`src/rtl/fpalu_pkg.sv`:
```
// Shared FPALU formats, constants and per-stage records for the FP16 output packer.
package fpalu_pkg;

    localparam int AL_MANSIZE = 22;
    localparam int AL_EXPSIZE = 6;
    localparam int FP29I_BIAS = 30;
    localparam int FP16_BIAS  = 15;

    localparam logic [15:0] FP16_INF  = 16'h7C00;
    localparam logic [15:0] FP16_MAXF = 16'h7BFF;

    localparam int LZD_W        = 6;
    localparam int FP16_EXP_INF = 2 * FP16_BIAS + 1;
    localparam int SUB_SH_MAX   = 12;
    // mantissa bit21 carries weight 2^1, so the rebias needs one extra -1
    localparam int E16_OFS      = FP29I_BIAS - FP16_BIAS - 1;

    typedef struct packed {
        logic                  sgn;
        logic [AL_EXPSIZE-1:0] exp;
        logic [AL_MANSIZE-1:0] man;
        logic [4:0]            lzd;
    } s1_t;

    typedef struct packed {
        logic                  sgn;
        logic [7:0]            e16;
        logic [AL_MANSIZE-1:0] man;
        logic                  sticky;
    } s2_t;

    typedef struct packed {
        logic [15:0] fp16;
        logic        ovf;
        logic        inexact;
    } s3_t;

endpackage

```
`src/rtl/count_lead_zero.sv`:
```
// Combinational leading-zero counter; returns W_IN for an all-zero input.
module count_lead_zero #(
    parameter int W_IN  = 32,
    parameter int W_OUT = $clog2(W_IN + 1)
) (
    input  logic [W_IN-1:0]  din,
    output logic [W_OUT-1:0] cnt
);

    always_comb begin
        cnt = W_OUT'(W_IN);
        for (int i = 0; i < W_IN; i++) begin
            if (din[i]) cnt = W_OUT'(W_IN - 1 - i);
        end
    end

endmodule

```
`src/rtl/fp29i_pack_fp16.sv`:
```
// FP29i -> IEEE FP16 packer: normalize, RNE round, overflow / subnormal / signed-zero handling.
// 3-cycle latency, 1 word/cycle; a stage stalls only when occupied and the stage ahead is blocked.
module fp29i_pack_fp16
    import fpalu_pkg::*;
#(
    parameter bit SAT_OVF = 1'b0,
    parameter bit FTZ     = 1'b0
) (
    input  logic                  clk,
    input  logic                  rst_n,
    input  logic                  in_valid,
    output logic                  in_ready,
    input  logic                  in_sgn,
    input  logic [AL_EXPSIZE-1:0] in_exp,
    input  logic [AL_MANSIZE-1:0] in_man_dn,
    output logic                  out_valid,
    input  logic                  out_ready,
    output logic [15:0]           out_fp16,
    output logic                  out_ovf,
    output logic                  out_inexact
);

    s1_t  s1, s1_d;
    s2_t  s2, s2_d;
    s3_t  s3, s3_d;
    logic s1v, s2v, s3v;
    logic ld1, ld2, ld3;

    assign ld3      = ~s3v | out_ready;
    assign ld2      = ~s2v | ld3;
    assign ld1      = ~s1v | ld2;
    assign in_ready = ld1;

    logic [LZD_W-1:0] clz;

    count_lead_zero #(.W_IN(32), .W_OUT(LZD_W)) u_clz (
        .din ({in_man_dn, 10'b0}),
        .cnt (clz)
    );

    always_comb begin
        s1_d.sgn = in_sgn;
        s1_d.exp = in_exp;
        s1_d.man = in_man_dn;
        s1_d.lzd = (clz > LZD_W'(AL_MANSIZE)) ? 5'(AL_MANSIZE) : clz[4:0];
    end

    logic [AL_MANSIZE-1:0] man_n;
    logic [7:0]            e16_raw;
    logic [7:0]            sh_full;
    logic [3:0]            sh;
    logic                  sub;

    always_comb begin
        man_n   = s1.man << s1.lzd;
        e16_raw = {2'b00, s1.exp} - 8'(E16_OFS) - {3'b000, s1.lzd};
        sub     = e16_raw[7] | (e16_raw == 8'd0);
        sh_full = 8'd1 - e16_raw;
        sh      = (sh_full > 8'(SUB_SH_MAX)) ? 4'(SUB_SH_MAX) : sh_full[3:0];

        s2_d.sgn    = s1.sgn;
        s2_d.e16    = e16_raw;
        s2_d.man    = man_n;
        s2_d.sticky = 1'b0;
        if (s1.man == '0) begin
            s2_d.e16 = '0;
            s2_d.man = '0;
        end else if (sub) begin
            // denormalize so bits [20:11] hold the FP16 subnormal fraction
            s2_d.man    = man_n >> sh;
            s2_d.sticky = |(man_n & ~({AL_MANSIZE{1'b1}} << sh));
            s2_d.e16    = '0;
        end
    end

    logic        guard, sticky, rnd;
    logic [7:0]  e_base, e_out;
    logic [17:0] mag;

    always_comb begin
        guard  = s2.man[10];
        sticky = (|s2.man[9:0]) | s2.sticky;
        rnd    = guard & (sticky | s2.man[11]);
        // no hidden bit means subnormal or zero: exponent field is 0
        e_base = s2.man[AL_MANSIZE-1] ? s2.e16 : 8'd0;
        // fraction carry ripples straight into the exponent field
        mag    = {e_base, s2.man[20:11]} + 18'(rnd);
        e_out  = mag[17:10];

        s3_d.fp16    = {s2.sgn, mag[14:0]};
        s3_d.ovf     = 1'b0;
        s3_d.inexact = guard | sticky;
        if (e_out >= 8'(FP16_EXP_INF)) begin
            s3_d.ovf  = 1'b1;
            s3_d.fp16 = {s2.sgn, SAT_OVF ? FP16_MAXF[14:0] : FP16_INF[14:0]};
        end else if (FTZ && (e_out == 8'd0) && (mag[9:0] != 10'd0)) begin
            s3_d.fp16    = {s2.sgn, 15'd0};
            s3_d.inexact = 1'b1;
        end
    end

    always_ff @(posedge clk) begin
        if (!rst_n) begin
            s1v <= 1'b0;
            s2v <= 1'b0;
            s3v <= 1'b0;
            s1  <= '0;
            s2  <= '0;
            s3  <= '0;
        end else begin
            if (ld1) begin
                s1v <= in_valid;
                if (in_valid) s1 <= s1_d;
            end
            if (ld2) begin
                s2v <= s1v;
                if (s1v) s2 <= s2_d;
            end
            if (ld3) begin
                s3v <= s2v;
                if (s2v) s3 <= s3_d;
            end
        end
    end

    assign out_valid   = s3v;
    assign out_fp16    = s3.fp16;
    assign out_ovf     = s3.ovf;
    assign out_inexact = s3.inexact;

endmodule

```
`config.mk`:
```
export PLATFORM = sky130hd
export DESIGN_NAME = fp29i_pack_fp16
export DESIGN_NICKNAME = d
export VERILOG_FILES = /design/src/rtl/fpalu_pkg.sv /design/src/rtl/count_lead_zero.sv /design/src/rtl/fp29i_pack_fp16.sv
export SDC_FILE = /design/constraint.sdc
export NUM_CORES = 1
export LEC_CHECK = 0
export CORE_MARGIN = 5
export CORE_UTILIZATION = 60
export DETAILED_ROUTE_END_ITERATION = 10
export PLACE_DENSITY = 0.85
export REMOVE_ABC_BUFFERS = 1
export SYNTH_ARGS = -nofsm -noshare
export SYNTH_HDL_FRONTEND = slang
export SYNTH_SLANG_ARGS = --single-unit
```
`constraint.sdc`:
```
create_clock -name clk -period 5.75 [get_ports clk]
set_input_delay 1.15 -clock clk [delete_from_list [all_inputs] [get_ports clk]]
set_output_delay 1.15 -clock clk [all_outputs]
set_load 0.03 [all_outputs]
```
; Word-level counts from Yosys, hierarchy flattened
; Cells that the tools add are included.
[totals]
output_inout_bits = 20
in_bits = 33
wordCells = 73
regBits = 87
[classes]
n_reduce_logical = 7
shifts = 3
n_mux = 29
order_cmp = 3
add_sub_neg = 4
bitwise_logic = 13
[op_table]
columns = op, count
row1 = $mux W6, 22
row2 = $mux W31, 1
row3 = $mux W30, 1
row4 = $and A22 B22 Y22, 1
row5 = $logic_not A22 Y1, 1
row6 = $not A22 Y22, 1
row7 = $reduce_or A22 Y1, 1
row8 = $shl A22 B4 Y22 const A, 1
row9 = $shl A22 B5 Y22, 1
row10 = $shr A22 B4 Y22, 1
row11 = $add A18 B1 Y18, 1
row12 = $mux W16, 1
row13 = $reduce_or A10 Y1, 1
row14 = $ge A8 B5 Y1 const B, 1
row15 = $gt A8 B4 Y1 const B, 1
row16 = $logic_not A8 Y1, 1
row17 = $mux W8, 1
row18 = $sub A1 B8 Y8 const A, 1
row19 = $sub A7 B6 Y8, 1
row20 = $or A1 B1 Y1, 7
row21 = $sub A6 B4 Y7 const B, 1
row22 = $gt A6 B5 Y1 const B, 1
row23 = $reduce_and A2 Y1, 3
row24 = $mux W5, 1
row25 = 4 further kinds, 6

; Depth between registers and ports, before layout
[logic_depth]
word_depth = 24
depth_mapped = 18
ltp_nobuf = 15

; Modules after synthesis
; A second synthesis with hierarchy kept.
[unflattened]
hier_cells = 956
area_unflattened_um2 = 7264.5
[modules_own_cells]
columns = mod, area_per_inst_um2, n_inst, seq_area_each_um2, cells_per_inst
row1 = fp29i_pack_fp16, 6896.6, 1, 1741.7, 891
row2 = count_lead_zero, 367.9, 1, 0.0, 65

; Least setup slack after synthesis
; Ideal clock, no wire load.
[synth_timing]
path_kind = register -> register
startpoint = register s1[2] (netlist name)
endpoint = register s2[1] (netlist name)
t_required_ns = 5.628
stages_incl_launch_ff = 17
n_path_buf = 3
setup_slack_ns = 1.661
arrival_ns = 3.967
period_less_slack_ns = 4.089
setup_time_ns = 0.122
path_cell_list = dfxtp_1 -> clkbuf_1 -> inv_1 -> buf_1 -> ha_1 -> xnor2_1 -> inv_1 -> ha_1 -> nand2b_1 -> mux2i_1 -> o2111ai_1 -> nor3b_1 -> or3_4 -> buf_6 -> nor3_4 -> mux2_2 -> a221o_1
[synth_between]
elab_chain_len = 7
word_cells_on_any_way = 10
cone_classes = 2 x add/sub / 1 x order compare / 2 x shift / 3 x mux / 1 x bitwise / 1 x reduce/logical
[synth_rtl]
columns = item, line
row1 = "start, declared", fp29i_pack_fp16.sv:23  ; s1_t s1, s1_d;
row2 = "start signal, assigned", fp29i_pack_fp16.sv:107  ; s1 <= '0;
row3 = "start signal, assigned", fp29i_pack_fp16.sv:113  ; if (in_valid) s1 <= s1_d;
row4 = $sub A7 B6 Y8, fp29i_pack_fp16.sv:56  ; e16_raw = {2'b00, s1.exp} - 8'(E16_OFS) - {3'b000, s1.lzd};
row5 = $sub A1 B8 Y8, fp29i_pack_fp16.sv:58  ; sh_full = 8'd1 - e16_raw;
row6 = $gt A8 B4 Y1, fp29i_pack_fp16.sv:59  ; sh = (sh_full > 8'(SUB_SH_MAX)) ? 4'(SUB_SH_MAX) : sh_full[3:0];
row7 = $mux W4, fp29i_pack_fp16.sv:59
row8 = $shr A22 B4 Y22, fp29i_pack_fp16.sv:70  ; s2_d.man = man_n >> sh;
row9 = $mux W31 (*), fp29i_pack_fp16.sv:68  ; end else if (sub) begin
row10 = $mux W30 (*), fp29i_pack_fp16.sv:65  ; if (s1.man == '0) begin
row11 = "end signal, assigned", fp29i_pack_fp16.sv:108  ; s2 <= '0;
row12 = "end signal, assigned", fp29i_pack_fp16.sv:117  ; if (s1v) s2 <= s2_d;
row13 = "end, declared", fp29i_pack_fp16.sv:24  ; s2_t s2, s2_d;
; Every way passes the cells marked *; elsewhere a longest branch is shown, timed or not.
; A chain may end at the register's enable or synchronous reset.

; Worst setup path in the final report
[layout_timing]
startpoint = register s1[28] (netlist name)
endpoint = register s2[6] (netlist name)
[layout_between]
elab_chain_len = 8
word_cells_on_any_way = 10
cone_classes = 3 x add/sub / 1 x order compare / 1 x shift / 3 x mux / 1 x bitwise / 1 x reduce/logical
[layout_rtl]
columns = item, line
row1 = $sub A6 B4 Y7 (*), fp29i_pack_fp16.sv:56
row2 = $sub A7 B6 Y8 (*), fp29i_pack_fp16.sv:56
row3 = $sub A1 B8 Y8, fp29i_pack_fp16.sv:58
row4 = $gt A8 B4 Y1, fp29i_pack_fp16.sv:59
row5 = $mux W4, fp29i_pack_fp16.sv:59
row6 = $shr A22 B4 Y22, fp29i_pack_fp16.sv:70
row7 = $mux W31 (*), fp29i_pack_fp16.sv:68
row8 = $mux W30 (*), fp29i_pack_fp16.sv:65
; Marked as above.

==> results.rst <==
.. list-table::
   :header-rows: 1

   * - Metric
     - Value
   * - Status
     - finished clean
   * - Data arrival time of the critical path
     - 4.95 ns
   * - Root Buffer
     - clkbuf_16
   * - Area Growth Syn to Fin
     - 12.7%
   * - Number of library cell types mapped by synthesis
     - 84
   * - Gr ovfl total
     - 0
   * - Site row count
     - 39
   * - Detailed Routing Iterations Pass 1
     - 5
   * - Wire length of the first global-routing pass
     - 36.5 mm
   * - Top library cells by usage in the layout, fill and taps aside
     - 144 x nand2_1, 92 x a21oi_1, 91 x nor2_1
   * - Fmax achieved
     - 0.213 GHz
   * - Detailed router's first-iteration violation count
     - 838
   * - Total chip power
     - 2.00 mW
   * - Maximum number of pins on one net before global-route repair
     - 61
   * - Flip-flop and latch count after synthesis
     - 87
   * - Area leader, netlist
     - dfxtp_1
   * - Number of flops mapped to enable cells by yosys
     - 0
   * - Top-level I/O count
     - 53
   * - Met3 track utilization from global routing
     - 5.30%
   * - Final count of negative-setup-slack endpoints
     - 0
   * - Clock sink total
     - 87
   * - Path type of the worst min-delay path
     - reg -> reg
   * - Cell mode on critical path
     - ha_1
   * - Clock Path Buffers
     - 2
   * - Worst vdd rail ir drop
     - 0.216 mV
   * - Minimum setup slack after placement
     - 1.21 ns
   * - Clock-pin slew of the registers on the worst-case setup and hold paths
     - 0.07 ns
   * - Share of the cycle needed by the critical path after routing
     - 81.5%
   * - PostCTS Resize Cnt
     - 0
   * - Worst Max-Slew Pin Slew
     - 1.16 ns
   * - Max-Cap Viols
     - 0
   * - TNS Setup
     - 0 ns
   * - Routed length per placed instance
     - 20.6 µm
   * - Number of antenna violations at the first check in global routing
     - 0
   * - ANT nets after route
     - 0
   * - Routed WL
     - 22.6 mm
   * - Detailed-placement wirelength estimate
     - 16.5 mm
   * - Worst Hold Margin
     - 0.464 ns
   * - Die Span Y
     - 119 µm
   * - Kind of launch point of the worst setup path
     - register
   * - Final slew viol count
     - 0
   * - Synth top area cells
     - dfxtp_1 25%, nand2_1 7.6%, a21oi_1 6.5%, mux4_2 6.4%, nor2_1 4.8%
   * - Total core area
     - 11500 µm²
   * - Count of fill cells added during filler insertion
     - 980
   * - DRC violation count after routing
     - 0
   * - Worst relative slew slack
     - 22.1%
   * - Post-route cell area
     - 7970 µm²
   * - Gr busiest metal
     - met2
   * - Hold-fix buffer count after cts
     - 0
   * - Shortest period the worst path allows
     - 4.69 ns
   * - Worst stage delay on the critical path
     - 0.53 ns
   * - Leakage power
     - 2.88 nW
   * - Deepest level of the CTS H-tree
     - 3
   * - Clock network latency to the later pin of the worst-skew pair
     - 0.36 ns
   * - Clock tree from TritonCTS
     - built
   * - Global-route met1 utilization
     - 40.1%
   * - Primary FF master, synth
     - dfxtp_1
   * - Sequential area share after synthesis
     - 24.6%
   * - Min setup slack post-route
     - 1.06 ns
   * - Clock Skew
     - 0.0118 ns
   * - Floorplan die area
     - 14100 µm²
   * - Setup repair after global routing missed its margin
     - no
   * - Vias
     - 7492
   * - Worst-path cell with the longest stage delay
     - or3_4
   * - Number of CTS-inserted buffers
     - 9
   * - Global routing usage on met2
     - 50.9%
   * - Share of cells above drive strength 1
     - 10.5%
   * - Starting Density
     - 61.6%
   * - Fraction of registers with async set/reset
     - 0%
   * - Final weighted congestion in routability-driven placement
     - 1.00
   * - Gate Count Post-Synth
     - 928
   * - Final std cells w/o fill
     - 1096
   * - Final design utilization
     - 69.5%
   * - Cell breakdown of the critical path
     - ha_1 > ha_1 > xnor2_1 > inv_1 > ha_1 > nand2b_1 > mux2i_1 > o2111ai_1 > nor3b_1 > or3_4 > nor2_1 > buf_4 > o221ai_1 > o22a_1 > a221oi_1
   * - Number of I/O port buffers
     - 52
   * - Peak fanout along the critical path
     - 22
   * - Count of synthesis-stage warnings from yosys
     - 0
   * - Post-Syn Area per Cell
     - 7.62 µm²
   * - Crit end category
     - register
   * - Total cell area at the placement stage
     - 7690 µm²
   * - Chip Width
     - 119 µm
   * - Post-detailed-route via-to-cell ratio
     - 6.84
   * - Aggregate global-route resource usage
     - 31.3%
   * - Final Hold Violating Endpoints
     - 0
   * - Req. time, crit path
     - 6.02 ns
   * - Most common library cell in the layout ignoring fill and taps
     - nand2_1
   * - Ant diodes
     - 0
   * - Area share of the leading cell type in the synthesized netlist
     - 24.6%
   * - Worst Path Class, Setup
     - reg -> reg
   * - Netlist area before placement
     - 7070 µm²
   * - Power density over the cells
     - 251 nW/µm²
   * - Post-layout nets
     - 992
   * - Post-CTS repair timing setup buffer count
     - 0
   * - Placed Cells incl. Taps
     - 1080
   * - Vias in the first global route
     - 6938
-- synth_stat cells (8+ instances only) --
master     count
mux2i_1       19
mux2_2        12
buf_2         11
a21oi_1       92
xor2_1        15
a22oi_1        9
nor2b_1        8
and2_1        11
ha_1          10
nand3_1       21
and3_1        11
inv_1         21
nor3_1        24
a31oi_1       14
o31ai_1       12
a22o_1         8
nor2_1        91
nand4_1       14
a2bb2oi_1     11
mux4_2        20
clkbuf_1      48
xnor2_1       12
o21ai_0       28
o221a_2        8
nand2_1      144
nor4_1        16
a211oi_1      11
dfxtp_1       87
-- routing by layer --
| metal | share of wire (%) | routed length, µm |
|---|---|---|
| met2 | 46 | 10400 |
| met5 | 0 | 0 |
| met3 | 8.6 | 1950 |
| met4 | 4.3 | 978 |
| met1 | 41 | 9280 |
-- logic make-up after synthesis --
logic type	count (synthesis)	share of synthesized area [%]
DFF	87	24.6
buffers and inverters	90	5.19
adders and majority gates	12	2.19
muxes	51	11.0
xor gates and xnor gates	28	3.73
and+or+nand+nor	375	24.9
AOI/OAI and AO/OA	285	28.4
-- flip-flops by register name, indices dropped and copies added (netlist names) --
signal       count
out_inexact      1
out_ovf          1
out_valid        1
s1              34
s2              31
s1v              1
s2v              1
guard            1
out_fp16        16
-- power breakdown --
part,switching (mW),leakage [nW],internal (mW),total (mW)
Combinational,0.490,2.03,0.272,0.762
Clock,0.278,0.136,0.300,0.579
Sequential,0.0299,0.709,0.628,0.658
-- area by class of cell --
cell class	instances	area [µm²]	share of cell area, %
tap	143	179	2.24
clock buffer	10	229	2.87
multi-input combinational	751	4990	62.6
inverter	24	90.1	1.13
sequential	87	1740	21.9
clock inverter	6	50.0	0.628
timing repair buffer	75	693	8.70
-- path summary, 6_finish.rpt --
| kind | start | end | slack [ns] | depth (start not counted) |
|---|---|---|---|---|
| max | s1[28] | s2[6] | 1.06 | 15 |
| min | s2[31] | s2[31] | 0.46 | 2 |
| max reg2reg | s1[28] | s2[6] | 1.06 | 15 |
| min reg2reg | s2[31] | s2[31] | 0.46 | 2 |
-- worst max-delay path: cells and delay by family (launching register included) --
| kind | cells | cell delay [ns] |
|---|---|---|
| fa+ha+maj | 3 | 0.87 |
| flops | 1 | 0.41 |
| xor+xnor | 1 | 0.23 |
| buf+inv | 2 | 0.39 |
| mux | 1 | 0.41 |
| compound gates | 4 | 0.97 |
| simple gates | 4 | 1.29 |
Power figures use the tool's default switching activity.
